`src/rtl/uart_rx_deser_pkg.sv`:
```
// uart_pkg: shared types and constants for the UART receive front end.
//   uart_rx_state_t   : receiver controller states
//   UART_OVERSAMPLE   : oversample ticks per bit
//   UART_SAMPLE_PHASE : phase (after the tick) at which a bit is sampled
//   UART_DATA_BITS    : data bits per character
//   maj3()            : 2-of-3 vote used when UART_RX_MAJORITY_EN is defined
package uart_pkg;

   typedef enum logic [1:0] {
      IDLE  = 2'd0,
      START = 2'd1,
      DATA  = 2'd2,
      STOP  = 2'd3
   } uart_rx_state_t;

   localparam int unsigned UART_OVERSAMPLE   = 32'd16;
   localparam int unsigned UART_SAMPLE_PHASE = 32'd8;
   localparam int unsigned UART_DATA_BITS    = 32'd8;
   localparam int unsigned PHASE_W           = $clog2(UART_OVERSAMPLE);
   localparam int unsigned BIT_IDX_W         = $clog2(UART_DATA_BITS);

   function automatic logic maj3(input logic a, input logic b, input logic c);
      return (a & b) | (a & c) | (b & c);
   endfunction

endpackage

```
`src/rtl/uart_rx_deser_if.sv`:
```
// uart_rx_deser_if: byte hand-off and status flags between the receive
// front end (master) and the UART register block (slave).
//   rx_data/rx_valid/rx_ready : valid/ready holding-register transfer
//   err_clr                   : clear pulse for both sticky flags
//   rx_frame_err/rx_overrun   : sticky status flags
interface uart_rx_deser_if;
   logic [7:0] rx_data;
   logic       rx_valid;
   logic       rx_ready;
   logic       err_clr;
   logic       rx_frame_err;
   logic       rx_overrun;

   modport master (
      output rx_data, rx_valid, rx_frame_err, rx_overrun,
      input  rx_ready, err_clr
   );

   modport slave (
      input  rx_data, rx_valid, rx_frame_err, rx_overrun,
      output rx_ready, err_clr
   );
endinterface

```
`src/rtl/uart_rx_deser_baud_tick.sv`:
```
// uart_baud_tick: oversample tick generator.
//   clk_uart : clock          rst     : synchronous active-high reset
//   restart  : forces the count to 0 (start edge)
//   tick     : registered one-cycle pulse every TICK_DIV cycles
module uart_baud_tick #(
   parameter int unsigned TICK_DIV = 6
) (
   input  logic clk_uart,
   input  logic rst,
   input  logic restart,
   output logic tick
);
   localparam logic [15:0] TICK_LAST = 16'(TICK_DIV - 32'd1);

   logic [15:0] cnt_r;
   logic [15:0] cnt_nxt_s;

   // next count: restart wins, otherwise wrap at TICK_LAST
   always_comb begin
      cnt_nxt_s = cnt_r;
      if (restart) begin
         cnt_nxt_s = 16'd0;
      end else if (cnt_r == TICK_LAST) begin
         cnt_nxt_s = 16'd0;
      end else begin
         cnt_nxt_s = cnt_r + 16'd1;
      end
   end

   // counter and tick register; tick is high while the count sits at TICK_LAST
   always_ff @(posedge clk_uart) begin
      if (rst) begin
         cnt_r <= 16'd0;
         tick  <= 1'b0;
      end else begin
         cnt_r <= cnt_nxt_s;
         tick  <= (cnt_nxt_s == TICK_LAST);
      end
   end
endmodule

```
`src/rtl/uart_rx_deser.sv`:
```
// uart_rx_deser: 8N1 UART receive front end with 16x oversampling.
//   clk_uart : only clock           rst   : synchronous active-high reset
//   rxd      : asynchronous serial input (idles high)
//   busy     : controller is not idle
//   rx_if    : master side of uart_rx_deser_if (byte hand-off and flags)
// Build option: define UART_RX_MAJORITY_EN to take each bit as the 2-of-3
// vote of the phase 7/8/9 samples (decisions move one tick later).
module uart_rx_deser
   import uart_pkg::*;
#(
   parameter int unsigned TICK_DIV = 6
) (
   input  logic            clk_uart,
   input  logic            rst,
   input  logic            rxd,
   output logic            busy,
   uart_rx_deser_if.master rx_if
);
   localparam logic [BIT_IDX_W-1:0] LAST_BIT = BIT_IDX_W'(UART_DATA_BITS - 32'd1);

   logic                      sync1_r, rxs_r;
   uart_rx_state_t            state_r, state_nxt_s;
   logic [PHASE_W-1:0]        phase_r, phase_inc_s;
   logic [BIT_IDX_W-1:0]      bit_idx_r, bit_idx_nxt_s;
   logic [UART_DATA_BITS-1:0] shift_r, shift_nxt_s;
   logic [7:0]                data_r;
   logic                      valid_r, ferr_r, ovr_r, busy_r;
   logic                      tick_s, restart_s, sample_s, bit_s;
   logic                      done_s, ferr_set_s, xfer_s, load_s, ovr_set_s;

   uart_baud_tick #(.TICK_DIV(TICK_DIV)) u_tick (
      .clk_uart (clk_uart),
      .rst      (rst),
      .restart  (restart_s),
      .tick     (tick_s)
   );

   // phase seen after this tick's increment; sample points are defined on it
   assign phase_inc_s = phase_r + PHASE_W'(32'd1);

`ifdef UART_RX_MAJORITY_EN
   logic maj_a_r, maj_b_r;

   assign sample_s = tick_s && (phase_inc_s == PHASE_W'(UART_SAMPLE_PHASE + 32'd1));
   assign bit_s    = maj3(maj_a_r, maj_b_r, rxs_r);

   // capture the phase-7 and phase-8 samples for the vote taken on phase 9
   always_ff @(posedge clk_uart) begin
      if (rst) begin
         maj_a_r <= 1'b1;
         maj_b_r <= 1'b1;
      end else begin
         if (tick_s && (phase_inc_s == PHASE_W'(UART_SAMPLE_PHASE - 32'd1))) begin
            maj_a_r <= rxs_r;
         end
         if (tick_s && (phase_inc_s == PHASE_W'(UART_SAMPLE_PHASE))) begin
            maj_b_r <= rxs_r;
         end
      end
   end
`else
   assign sample_s = tick_s && (phase_inc_s == PHASE_W'(UART_SAMPLE_PHASE));
   assign bit_s    = rxs_r;
`endif

   // controller next state; bit decisions only happen on sample points
   always_comb begin
      state_nxt_s   = state_r;
      bit_idx_nxt_s = bit_idx_r;
      shift_nxt_s   = shift_r;
      restart_s     = 1'b0;
      done_s        = 1'b0;
      ferr_set_s    = 1'b0;
      case (state_r)
         IDLE: begin
            if (!rxs_r) begin
               state_nxt_s = START;
               restart_s   = 1'b1;
            end else begin
               state_nxt_s = IDLE;
            end
         end
         START: begin
            if (sample_s) begin
               if (bit_s) begin
                  state_nxt_s = IDLE;
               end else begin
                  state_nxt_s   = DATA;
                  bit_idx_nxt_s = {BIT_IDX_W{1'b0}};
               end
            end else begin
               state_nxt_s = START;
            end
         end
         DATA: begin
            if (sample_s) begin
               // LSB arrives first, so shift in at the MSB
               shift_nxt_s = {bit_s, shift_r[UART_DATA_BITS-1:1]};
               if (bit_idx_r == LAST_BIT) begin
                  state_nxt_s = STOP;
               end else begin
                  bit_idx_nxt_s = bit_idx_r + BIT_IDX_W'(32'd1);
               end
            end else begin
               state_nxt_s = DATA;
            end
         end
         STOP: begin
            if (sample_s) begin
               state_nxt_s = IDLE;
               if (bit_s) begin
                  done_s = 1'b1;
               end else begin
                  ferr_set_s = 1'b1;
               end
            end else begin
               state_nxt_s = STOP;
            end
         end
         default: begin
            state_nxt_s = IDLE;
         end
      endcase
   end

   // holding register: a same-cycle transfer frees the slot for the new byte
   always_comb begin
      xfer_s    = valid_r && rx_if.rx_ready;
      load_s    = 1'b0;
      ovr_set_s = 1'b0;
      if (done_s) begin
         if (valid_r && !xfer_s) begin
            ovr_set_s = 1'b1;
         end else begin
            load_s = 1'b1;
         end
      end else begin
         load_s    = 1'b0;
         ovr_set_s = 1'b0;
      end
   end

   // synchroniser, controller state, phase counter and shift register
   always_ff @(posedge clk_uart) begin
      if (rst) begin
         sync1_r   <= 1'b1;
         rxs_r     <= 1'b1;
         state_r   <= IDLE;
         busy_r    <= 1'b0;
         phase_r   <= {PHASE_W{1'b0}};
         bit_idx_r <= {BIT_IDX_W{1'b0}};
         shift_r   <= {UART_DATA_BITS{1'b0}};
      end else begin
         sync1_r   <= rxd;
         rxs_r     <= sync1_r;
         state_r   <= state_nxt_s;
         busy_r    <= (state_nxt_s != IDLE);
         bit_idx_r <= bit_idx_nxt_s;
         shift_r   <= shift_nxt_s;
         if (restart_s) begin
            phase_r <= {PHASE_W{1'b0}};
         end else if (tick_s) begin
            phase_r <= phase_inc_s;
         end
      end
   end

   // holding register and sticky flags; a set event beats err_clr
   always_ff @(posedge clk_uart) begin
      if (rst) begin
         data_r  <= 8'd0;
         valid_r <= 1'b0;
         ferr_r  <= 1'b0;
         ovr_r   <= 1'b0;
      end else begin
         if (load_s) begin
            data_r  <= shift_r;
            valid_r <= 1'b1;
         end else if (xfer_s) begin
            valid_r <= 1'b0;
         end
         if (ferr_set_s) begin
            ferr_r <= 1'b1;
         end else if (rx_if.err_clr) begin
            ferr_r <= 1'b0;
         end
         if (ovr_set_s) begin
            ovr_r <= 1'b1;
         end else if (rx_if.err_clr) begin
            ovr_r <= 1'b0;
         end
      end
   end

   assign rx_if.rx_data      = data_r;
   assign rx_if.rx_valid     = valid_r;
   assign rx_if.rx_frame_err = ferr_r;
   assign rx_if.rx_overrun   = ovr_r;
   assign busy               = busy_r;
endmodule

```
`src/flat_wrapper.sv`:
```
// flat-port wrapper written by rule: the top's interface ports become plain ports
module uart_rx_deser_flat import uart_pkg::*;
#(
   parameter int unsigned TICK_DIV = 6
)
  (clk_uart, rst, rxd, busy, rx_if_rx_data, rx_if_rx_valid, rx_if_rx_frame_err, rx_if_rx_overrun, rx_if_rx_ready, rx_if_err_clr);
  uart_rx_deser_if rx_if_i ();
  input  logic clk_uart;
  input  logic rst;
  input  logic rxd;
  output logic busy;
  output wire logic [$bits(rx_if_i.rx_data)-1:0] rx_if_rx_data;
  output wire logic [$bits(rx_if_i.rx_valid)-1:0] rx_if_rx_valid;
  output wire logic [$bits(rx_if_i.rx_frame_err)-1:0] rx_if_rx_frame_err;
  output wire logic [$bits(rx_if_i.rx_overrun)-1:0] rx_if_rx_overrun;
  input wire logic [$bits(rx_if_i.rx_ready)-1:0] rx_if_rx_ready;
  input wire logic [$bits(rx_if_i.err_clr)-1:0] rx_if_err_clr;
  assign rx_if_rx_data = rx_if_i.rx_data;
  assign rx_if_rx_valid = rx_if_i.rx_valid;
  assign rx_if_rx_frame_err = rx_if_i.rx_frame_err;
  assign rx_if_rx_overrun = rx_if_i.rx_overrun;
  assign rx_if_i.rx_ready = rx_if_rx_ready;
  assign rx_if_i.err_clr = rx_if_err_clr;
  uart_rx_deser #(.TICK_DIV(TICK_DIV)) u_core (.clk_uart(clk_uart), .rst(rst), .rxd(rxd), .busy(busy), .rx_if(rx_if_i));
endmodule
```
`config.mk`:
```
export PLATFORM = sky130hd
export DESIGN_NAME = uart_rx_deser_flat
export DESIGN_NICKNAME = d
export VERILOG_FILES = /design/src/rtl/uart_rx_deser_pkg.sv /design/src/rtl/uart_rx_deser_if.sv /design/src/rtl/uart_rx_deser_baud_tick.sv /design/src/rtl/uart_rx_deser.sv /design/src/flat_wrapper.sv
export SDC_FILE = /design/constraint.sdc
export NUM_CORES = 1
export LEC_CHECK = 0
export BUFFER_PORTS_ARGS = -buffer_cell sky130_fd_sc_hd__buf_2
export CAP_MARGIN = 5
export CORE_ASPECT_RATIO = 0.7
export CORE_MARGIN = 4
export CORE_UTILIZATION = 59
export CTS_CLUSTER_SIZE = 8
export DETAILED_ROUTE_END_ITERATION = 10
export PLACE_DENSITY = 0.74
export SYNTH_ARGS = -nofsm -noshare
export SYNTH_HDL_FRONTEND = slang
export SYNTH_SLANG_ARGS = --single-unit
export TNS_END_PERCENT = 20
```
`constraint.sdc`:
```
create_clock -name clk_uart -period 2.53 [get_ports clk_uart]
set_input_delay 0.253 -clock clk_uart [delete_from_list [all_inputs] [get_ports clk_uart]]
set_output_delay 0.253 -clock clk_uart [all_outputs]
set_load 0.05 [all_outputs]
```
==> reports/metrics.cfg <==
[status]
status = finished, final reports clean

[cells_and_area]
final_cell_mix = dfxtp_1, nor2_1, nand2b_1
multi_input_area_um2 = 1280
regArea_um2 = 961
final_area_um2 = 2530
layout_commonest_cell = dfxtp_1
fillers = 299
area_growth_pct = 7.90
drive_above_1_share = 0.148
antenna_cells = 0
nNetsFinal = 286

[yosys]
synth_cells = 260
synth_top_cell_area_share = 0.410
synth_nets = 276
yosys_most_used_dff = dfxtp_1
synth_async_sr_flop_share = 0
synth_top_area_cell = dfxtp_1
synth_edf_count = 0
syn_area_per_cell_um2 = 9.02
synth_cell_types = 43
netlist_area_um2 = 2340
yosysWarnings = 0
ys_seq_area_frac = 0.410
synth_area_leaders = dfxtp_1, ha_1, nand2b_1
postSynthRegisterBits = 48

[route]
drt-pass1-iter-count = 4
detail-route-antenna-nets = 0
drt-wirelength-per-cell_um = 13.1
avgViaCountPerCell = 5.44
num_vias = 1746
remaining_drc_errors = 0
totalWireLength_um = 4190
drt_iter0_markers = 134

[clocking]
clock_sinks = 48
clk_latency_ps = 290
cts_setup_buffers = 0
cts_tree = yes
cts_buffers = 5
cts_hold_buf = 0
cts_resized = 0
root_buffer = clkbuf_8
clkTransAtPathRegs_ps = 80
cts_max_level = 2
clockBufferDepth = 2

[pwr]
ir_drop_mv = 0.402
power.density_nw_per_um2 = 508
leakage_uw = 0.000946

[worst_setup_path]
rr_endpoint = u_core.u_tick.tick
path_cells = ha_1, nand3_1, or4_1, xor2_1, nand4b_1, nor4_2
cp-start-kind = register
crit_end = u_core.u_tick.tick
path_class = reg2reg
crit_fanout = 6
worst_r2r_startpoint = u_core.u_tick.cnt_r[0]
critical_path_arrival_ps = 2170
cpPeakStageDelay_ps = 450
rrSetupSlack_ps = 580
slowest_stage = or4_1
r2r_cells = 6
crit_required_ps = 2740
cp-end-kind = register
startpoint = u_core.u_tick.cnt_r[0]

[die]
die_h_um = 60.7
row_count = 18
fp.dieW_um = 83.4
start_util = 0.639
io_pins = 17
coreArea_um2 = 3670
die-area_um2 = 5060

[place]
gp_congestion = 0.852
dpl_cell_area_um2 = 2440
post-dp-hpwl_um = 3120
io_buffer_count = 16

[global_route]
grt_use_total = 0.180
grt_max_degree = 39
grt_antenna_before_repair = 0
grt_first_pass_wirelength_um = 7330
grt-ovfl-total = 0
grt_pass1_vias = 1500

[sta]
setup_viol = 0
hold_viol = 0
final_max_slew_viol_count = 0
fin_setup_tns_ps = 0
worstMarginPinSlew_ps = 565
max_clock_freq_mhz = 512
finalCritPeriodShare = 0.772
period_needed_ps = 1950
relSlewSlack = 0.623
rsz0062_at_grt = false
fin_skew_ps = 5.59

[worst_hold_path]
min-delay-path-class = in2reg

[run]
maxCapViolCount = 0

[flip-flops by register name, indices dropped and copies added, names as in the netlist, 2 cells and up]
register              flops
u_core.u_tick.cnt_r      16
u_core.rx_if.rx_data      8
u_core.shift_r            8
u_core.phase_r            4
u_core.bit_idx_r          3
u_core.state_r            2
[cell families (layout without fill, tap and decap cells)]
kind of cell	count (synthesis)	in the layout	synth area share
AOI/OAI and AO/OA	36	36	0.0961
DFF	48	48	0.410
buffers and inverters	25	36	0.0438
and+or+nand+nor	108	108	0.265
xor gates and xnor gates	19	19	0.0710
adders and majority gates	11	11	0.0587
muxes	13	13	0.0560
[synth_stat cells, types with 3 or more instances]
cell type / number
a21oi_1: 13
buf_2: 7
clkbuf_1: 8
dfxtp_1: 48
ha_1: 11
inv_1: 9
mux2i_1: 12
nand2_1: 7
nand2b_1: 20
nand3_1: 18
nand4_1: 5
nor2_1: 30
nor3_1: 3
nor4_2: 3
o21ai_0: 9
or2_2: 3
xnor2_1: 10
xor2_1: 9
[worst max-delay path: cells and delay by family, from the launching register on]
family | cells | cell delay [ps]
simple gates | 4 | 980
fa+ha+maj | 1 | 270
flops | 1 | 440
xor+xnor | 1 | 180
[worst min-delay path by stage]
stage / startpoint / endpoint / slack (ps) / depth (start not counted)
detailed placement: u_core.sync1_r / u_core.bit_s / 400 / 1
CTS: rxd / u_core.sync1_r / 130 / 2
finish: rxd / u_core.sync1_r / 140 / 2
global placement: u_core.sync1_r / u_core.bit_s / 390 / 1
floorplan: rxd / u_core.sync1_r / 360 / 1
global route: rxd / u_core.sync1_r / 140 / 2
[per-stage QoR]
step                      worst slack [ps]   util  cells  power [uW]  hold WS, ps
after global routing                   327  0.689    321        1350          140
after CTS                              552  0.689    321        1300          134
after global placement                 660  0.664    313         847          391
final                                  576  0.689    321        1290          139
after detailed placement               579  0.664    313         848          403
after floorplan                        746      -    260         833          357
[report_power, final]
group | internal (uW) | switching, uW | total, uW
clock | 218 | 237 | 455
sequential | 763 | 10.0 | 773
combinational | 24.3 | 33.4 | 57.7
total | 1010 | 280 | 1290
[area by class of cell]
class / instances / share of cell area
tap: 50 / 0.0247
sequential: 48 / 0.380
clock inverter: 2 / 0.00396
inverter: 10 / 0.0148
multi-input combinational: 187 / 0.506
timing repair buffer: 18 / 0.0376
clock buffer: 6 / 0.0326
[metal layers]
metal | share of wire | up-vias | GRT usage
met3 | 0.052 | 2 | 0.0475
met4 | 0.0043 | 0 | 0.0420
met5 | 0 | - | 0
met2 | 0.37 | 38 | 0.240
met1 | 0.57 | 785 | 0.285
li1 | - | 921 | -
Note: power is estimated with default switching activity, not from simulation.
